===== config.mk =====
export PLATFORM = sky130hd
export DESIGN_NAME = mux_scan_capture_flat
export DESIGN_NICKNAME = d
export VERILOG_FILES = /design/src/rtl/mux_scan_capture_if.sv /design/src/rtl/mux_scan_capture.sv /design/src/flat_wrapper.sv
export SDC_FILE = /design/constraint.sdc
export NUM_CORES = 1
export LEC_CHECK = 0
export ABC_AREA = 1
export BUFFER_PORTS_ARGS = -buffer_cell sky130_fd_sc_hd__buf_2
export CAP_MARGIN = 5
export CORE_MARGIN = 1.5
export CORE_UTILIZATION = 55
export CTS_CLUSTER_DIAMETER = 50
export DETAILED_ROUTE_END_ITERATION = 8
export HOLD_SLACK_MARGIN = 0.12
export MAX_ROUTING_LAYER = met4
export PLACE_DENSITY = 0.84
export SYNTH_ARGS = -nofsm -noshare
export SYNTH_HDL_FRONTEND = slang
export SYNTH_SLANG_ARGS = --single-unit
export TNS_END_PERCENT = 50

===== constraint.sdc =====
create_clock -name Clock -period 2 [get_ports Clock]
set_input_delay 0.2 -clock Clock [delete_from_list [all_inputs] [get_ports Clock]]
set_output_delay 0.2 -clock Clock [all_outputs]
set_load 0.02 [all_outputs]

===== src/rtl/mux_scan_capture_if.sv =====
// Handshake/bus bundle between mux_scan_capture and its environment.
// master drives Start/Abort/MuxOut; slave (the sequencer) drives the rest.
interface mux_scan_capture_if;
  logic       Start;
  logic       Abort;
  logic       MuxOut;
  logic [2:0] Sel;
  logic       MuxEnable;
  logic       Busy;
  logic       Done;
  logic [7:0] Word;
`ifdef SCAN_PARITY_EN
  logic       Parity;

  modport master (
    output Start, Abort, MuxOut,
    input  Sel, MuxEnable, Busy, Done, Word, Parity
  );
  modport slave (
    input  Start, Abort, MuxOut,
    output Sel, MuxEnable, Busy, Done, Word, Parity
  );
`else
  modport master (
    output Start, Abort, MuxOut,
    input  Sel, MuxEnable, Busy, Done, Word
  );
  modport slave (
    input  Start, Abort, MuxOut,
    output Sel, MuxEnable, Busy, Done, Word
  );
`endif
endinterface


===== src/rtl/mux_scan_capture.sv =====
// Scan sequencer for an 8:1 bit mux: steps Sel 0..7, samples MuxOut
// after SETTLE extra cycles per channel, then publishes an 8-bit Word.
// Ports: Clock, Reset (sync, active-high), bus (mux_scan_capture_if.slave):
//   in Start/Abort/MuxOut; out Sel/MuxEnable/Busy/Done/Word[/Parity].
// Option macro SCAN_PARITY_EN adds Parity = ^Word, registered with Word.
module mux_scan_capture #(
  parameter int unsigned SETTLE = 1
) (
  input  logic Clock,
  input  logic Reset,
  mux_scan_capture_if.slave bus
);

  typedef enum logic [1:0] {
    IDLE,
    SCAN,
    DONE
  } state_t;

  localparam logic [3:0] SETTLE_C = 4'(SETTLE);

  state_t     state_q;
  logic [2:0] sel_q;
  logic [3:0] cnt_q;
  logic [6:0] shadow_q;
  logic [7:0] word_q;
  logic       en_q;
  logic       busy_q;
  logic       done_q;
  logic [7:0] word_d;

  // Channel 7 is taken straight from MuxOut so Word updates in one edge.
  assign word_d = {bus.MuxOut, shadow_q};

`ifdef SCAN_PARITY_EN
  logic parity_q;
  assign bus.Parity = parity_q;
`endif

  always_ff @(posedge Clock) begin
    if (Reset) begin
      state_q  <= IDLE;
      sel_q    <= 3'd0;
      cnt_q    <= 4'd0;
      shadow_q <= 7'd0;
      word_q   <= 8'h00;
      en_q     <= 1'b0;
      busy_q   <= 1'b0;
      done_q   <= 1'b0;
`ifdef SCAN_PARITY_EN
      parity_q <= 1'b0;
`endif
    end else begin
      unique case (state_q)
        IDLE: begin
          done_q <= 1'b0;
          // Abort beats a simultaneous Start.
          if (bus.Start && !bus.Abort) begin
            state_q  <= SCAN;
            sel_q    <= 3'd0;
            cnt_q    <= SETTLE_C;
            shadow_q <= 7'd0;
            en_q     <= 1'b1;
            busy_q   <= 1'b1;
          end
        end
        SCAN: begin
          if (bus.Abort) begin
            state_q  <= IDLE;
            sel_q    <= 3'd0;
            cnt_q    <= 4'd0;
            shadow_q <= 7'd0;
            en_q     <= 1'b0;
            busy_q   <= 1'b0;
          end else if (cnt_q != 4'd0) begin
            cnt_q <= cnt_q - 4'd1;
          end else if (sel_q != 3'd7) begin
            shadow_q[sel_q] <= bus.MuxOut;
            sel_q           <= sel_q + 3'd1;
            cnt_q           <= SETTLE_C;
          end else begin
            word_q  <= word_d;
`ifdef SCAN_PARITY_EN
            parity_q <= ^word_d;
`endif
            state_q <= DONE;
            sel_q   <= 3'd0;
            en_q    <= 1'b0;
            done_q  <= 1'b1;
          end
        end
        DONE: begin
          state_q <= IDLE;
          done_q  <= 1'b0;
          busy_q  <= 1'b0;
        end
        default: begin
          state_q <= IDLE;
          sel_q   <= 3'd0;
          en_q    <= 1'b0;
          busy_q  <= 1'b0;
          done_q  <= 1'b0;
        end
      endcase
    end
  end

  assign bus.Sel       = sel_q;
  assign bus.MuxEnable = en_q;
  assign bus.Busy      = busy_q;
  assign bus.Done      = done_q;
  assign bus.Word      = word_q;

endmodule


===== src/flat_wrapper.sv =====
// flat-port wrapper written by rule: the top's interface ports become plain ports
module mux_scan_capture_flat 
#(
  parameter int unsigned SETTLE = 1
)
  (Clock, Reset, bus_Start, bus_Abort, bus_MuxOut, bus_Sel, bus_MuxEnable, bus_Busy, bus_Done, bus_Word);
  mux_scan_capture_if bus_i ();
  input  logic Clock;
  input  logic Reset;
  input wire logic [$bits(bus_i.Start)-1:0] bus_Start;
  input wire logic [$bits(bus_i.Abort)-1:0] bus_Abort;
  input wire logic [$bits(bus_i.MuxOut)-1:0] bus_MuxOut;
  output wire logic [$bits(bus_i.Sel)-1:0] bus_Sel;
  output wire logic [$bits(bus_i.MuxEnable)-1:0] bus_MuxEnable;
  output wire logic [$bits(bus_i.Busy)-1:0] bus_Busy;
  output wire logic [$bits(bus_i.Done)-1:0] bus_Done;
  output wire logic [$bits(bus_i.Word)-1:0] bus_Word;
  assign bus_i.Start = bus_Start;
  assign bus_i.Abort = bus_Abort;
  assign bus_i.MuxOut = bus_MuxOut;
  assign bus_Sel = bus_i.Sel;
  assign bus_MuxEnable = bus_i.MuxEnable;
  assign bus_Busy = bus_i.Busy;
  assign bus_Done = bus_i.Done;
  assign bus_Word = bus_i.Word;
  mux_scan_capture #(.SETTLE(SETTLE)) u_core (.Clock(Clock), .Reset(Reset), .bus(bus_i));
endmodule

==> out/metrics.yaml <==
sta:
  setup_ws_ps: 300.3
  finalMaxSlewViolations: 0
  hold_viol_final: 0
  fin_crit_sh: 0.8499
  worst_pin_slew_ps: 448.1
  max_slew_margin: 0.7001
  final.setup.tns_ps: 0
  rsz0062_at_grt: "false"
  period_needed_ps: 1700
  setup_viol: 0
  fmax_mhz: 588.3
  finClkSkew_ps: 5.518
worst_setup_path:
  critPathCaptureType: "flop"
  crit_buf_inv: 1
  cp.arrival_ps: 1920
  crit_start: "u_core.bus.Sel[0]"
  startpoint_type: "flop"
  ff2ff_path_depth: 7
  cp_num_cells: 7
  slowest_delay_ps: 470
  cp_top_family: "simple AND/OR/NAND/NOR gates"
  crit_required_ps: 2220
  path_class: "reg -> reg"
  worstPathMaxFanout: 11
  cp_slowest_cell: "dfxtp_1"
  crit_path_cell_trace: "ha_1 -> ha_1 -> inv_1 -> nor2_2 -> nand2_1 -> o21ai_0 -> nor2_1"
  regToRegStartpoint: "u_core.bus.Sel[0]"
  path_common_cell: "ha_1"
cts:
  clkLatencyLatePin_ps: 310
  htree_levels: 1
  ctsHoldBuffers: 0
  cts_setup_buffers: 0
  cts_tree: "built"
  root_buffer: "clkbuf_4"
  cts.path.max_buffers: 2
  cts.reportedPaths.clkPinSlew_ps: 140
  numCtsBuffers: 3
  clock-sinks: 27
  cts-resized-gates: 0
yosys:
  async_reset_ff_frac: 0
  synthesis.nets: 187
  synth_area_leader_cell: "dfxtp_1"
  yosysWarningCount: 0
  synth_common_cells: "nand2_1 (28), dfxtp_1 (27), nor2_1 (24), inv_1 (20), nand3_1 (19)"
  postSynthAreaPerCell_um2: 7.285
  synth.most_common_cell: "nand2_1"
  synthCells: 180
  synth_ff_type: "dfxtp_1"
  ys_seq_elements: 27
  ys_types: 22
  syn_area_mm2: 0.001311
  synth_area_leaders: "dfxtp_1 (41%), nand2_1 (8.0%), nand3_1 (7.3%)"
  synth_seq_area_share: 0.4122
  synth-edff-count: 0
  synth_top_area_frac: 0.4122
floorplanning:
  num_rows: 17
  core-area_mm2: 0.002233
  chipWidth_um: 51.83
  die_h_um: 51.83
  io_pins: 19
  design.die.area_mm2: 0.002686
  start_util: 0.5871
placed_design:
  io_buffers: 18
  dp_slack_ps: 322.0
  gp_congestion: 0.8351
  dp_hpwl_um: 1866
finish:
  drive_above_1_share: 0.1980
  syn2layout_area_growth_pct: 8.206
  fin_nets: 205
  num_antenna_cells: 0
run:
  cap_violations: 0
min_path:
  min_path_type: "in -> reg"
  whs_path_depth: 3
  min-delay-start: "bus_MuxOut"
detailed_routing:
  wire_per_inst_um: 11.04
  vias: 1171
  dr.pass1.iters: 4
  drc: 0
  wl_um: 2485
  post_drt_via_cell_ratio: 5.204
  detail-route-antenna-nets: 0
  first_iter_violations: 25
grt:
  antenna_found_initial: 0
  grt_max_degree: 19
  grt.overflow.total: 0
  grt_pass1_wl_um: 4195
  grt_usage: 0.2129
  grt_pass1_vias: 990
power:
  max-vdd-ir-drop_mv: 0.4564
  p_per_area_mw_per_mm2: 652.9
  p_leak_nw: 0.6571
outcome:
  status: "completed"
-- placed cells by master, fill, tap and decap left out, drive strengths merged --
cell     n
clkbuf   3
a31oi    1
nand3   21
nand4    8
nor3     1
nand2   33
a21oi   16
nor2    29
inv     22
xnor2    1
ha       2
o21ai   12
clkinv   1
buf     19
or2      1
dfxtp   27
-- worst register-to-register path, stage by stage (launching register included) --
cell	delay, ps
dfxtp_1	470
ha_1	190
ha_1	130
inv_1	80
nor2_2	180
nand2_1	240
o21ai_0	270
nor2_1	60
-- flip-flops by register name, summed over array words and instances (netlist names) --
signal / cells
u_core.bus.MuxEnable: 1
u_core.bus.Sel: 3
u_core.cnt_q: 4
u_core.bus.Done: 1
u_core.bus.Busy: 1
u_core.state_q: 2
u_core.shadow_q: 7
u_core.bus.Word: 8
-- power by group --
group | internal [W] | switching, W | total (W)
combinational | 0.0000450 | 0.0000927 | 0.000138
clock | 0.0000746 | 0.000150 | 0.000224
sequential | 0.000550 | 0.0000141 | 0.000564
-- cell type report --
type                    count  area (µm²)
well taps                  28       35.03
multi-input cells         125       635.6
repair buffers             19       97.59
clock inverters             1       5.005
flip-flops and latches     27       540.5
clock buffers               3       22.52
fillers                   211       814.5
inverters                  22       82.58
-- path summary, 6_finish.rpt --
kind	to	slack (ps)
setup / recovery	u_core.bus.Word[1]	300
hold / removal	u_core.bus.Word[7]	130
setup reg to reg	u_core.bus.Word[1]	300
hold reg to reg	u_core.cnt_q[3]	470
-- routing by layer --
metal / GRT usage / vias up / share of wire
met5: - / - / 0
met4: 0.07895 / 0 / 0.0068
met3: 0.03448 / 2 / 0.052
met2: 0.3439 / 25 / 0.46
met1: 0.2687 / 522 / 0.48
li1: - / 622 / -
-- metrics by stage --
step                cells  hold WS (ps)  area, µm²    util  total power (W)
global route          225         124.5       1419  0.6353        0.0009724
global placement      221         445.3       1391  0.6230        0.0007083
CTS                   225         127.7       1419  0.6353        0.0009364
detailed placement    221         450.9       1391  0.6230        0.0007123
finish                225         133.7       1419  0.6353        0.0009264
floorplan             180         269.1       1311       -        0.0006843
-- logic make-up (layout without fill, tap and decap cells) --
family                     after synthesis  after routing  share of synthesized area
and+or+nand+nor                         93             93                     0.3473
AOI/OAI and AO/OA                       29             29                     0.1116
buffers and inverters                   28             45                     0.1031
DFF                                     27             27                     0.4122
adders and majority gates                2              2                    0.01908
xor gates and xnor gates                 1              1                   0.006681
(Power assumes the default switching activity.)
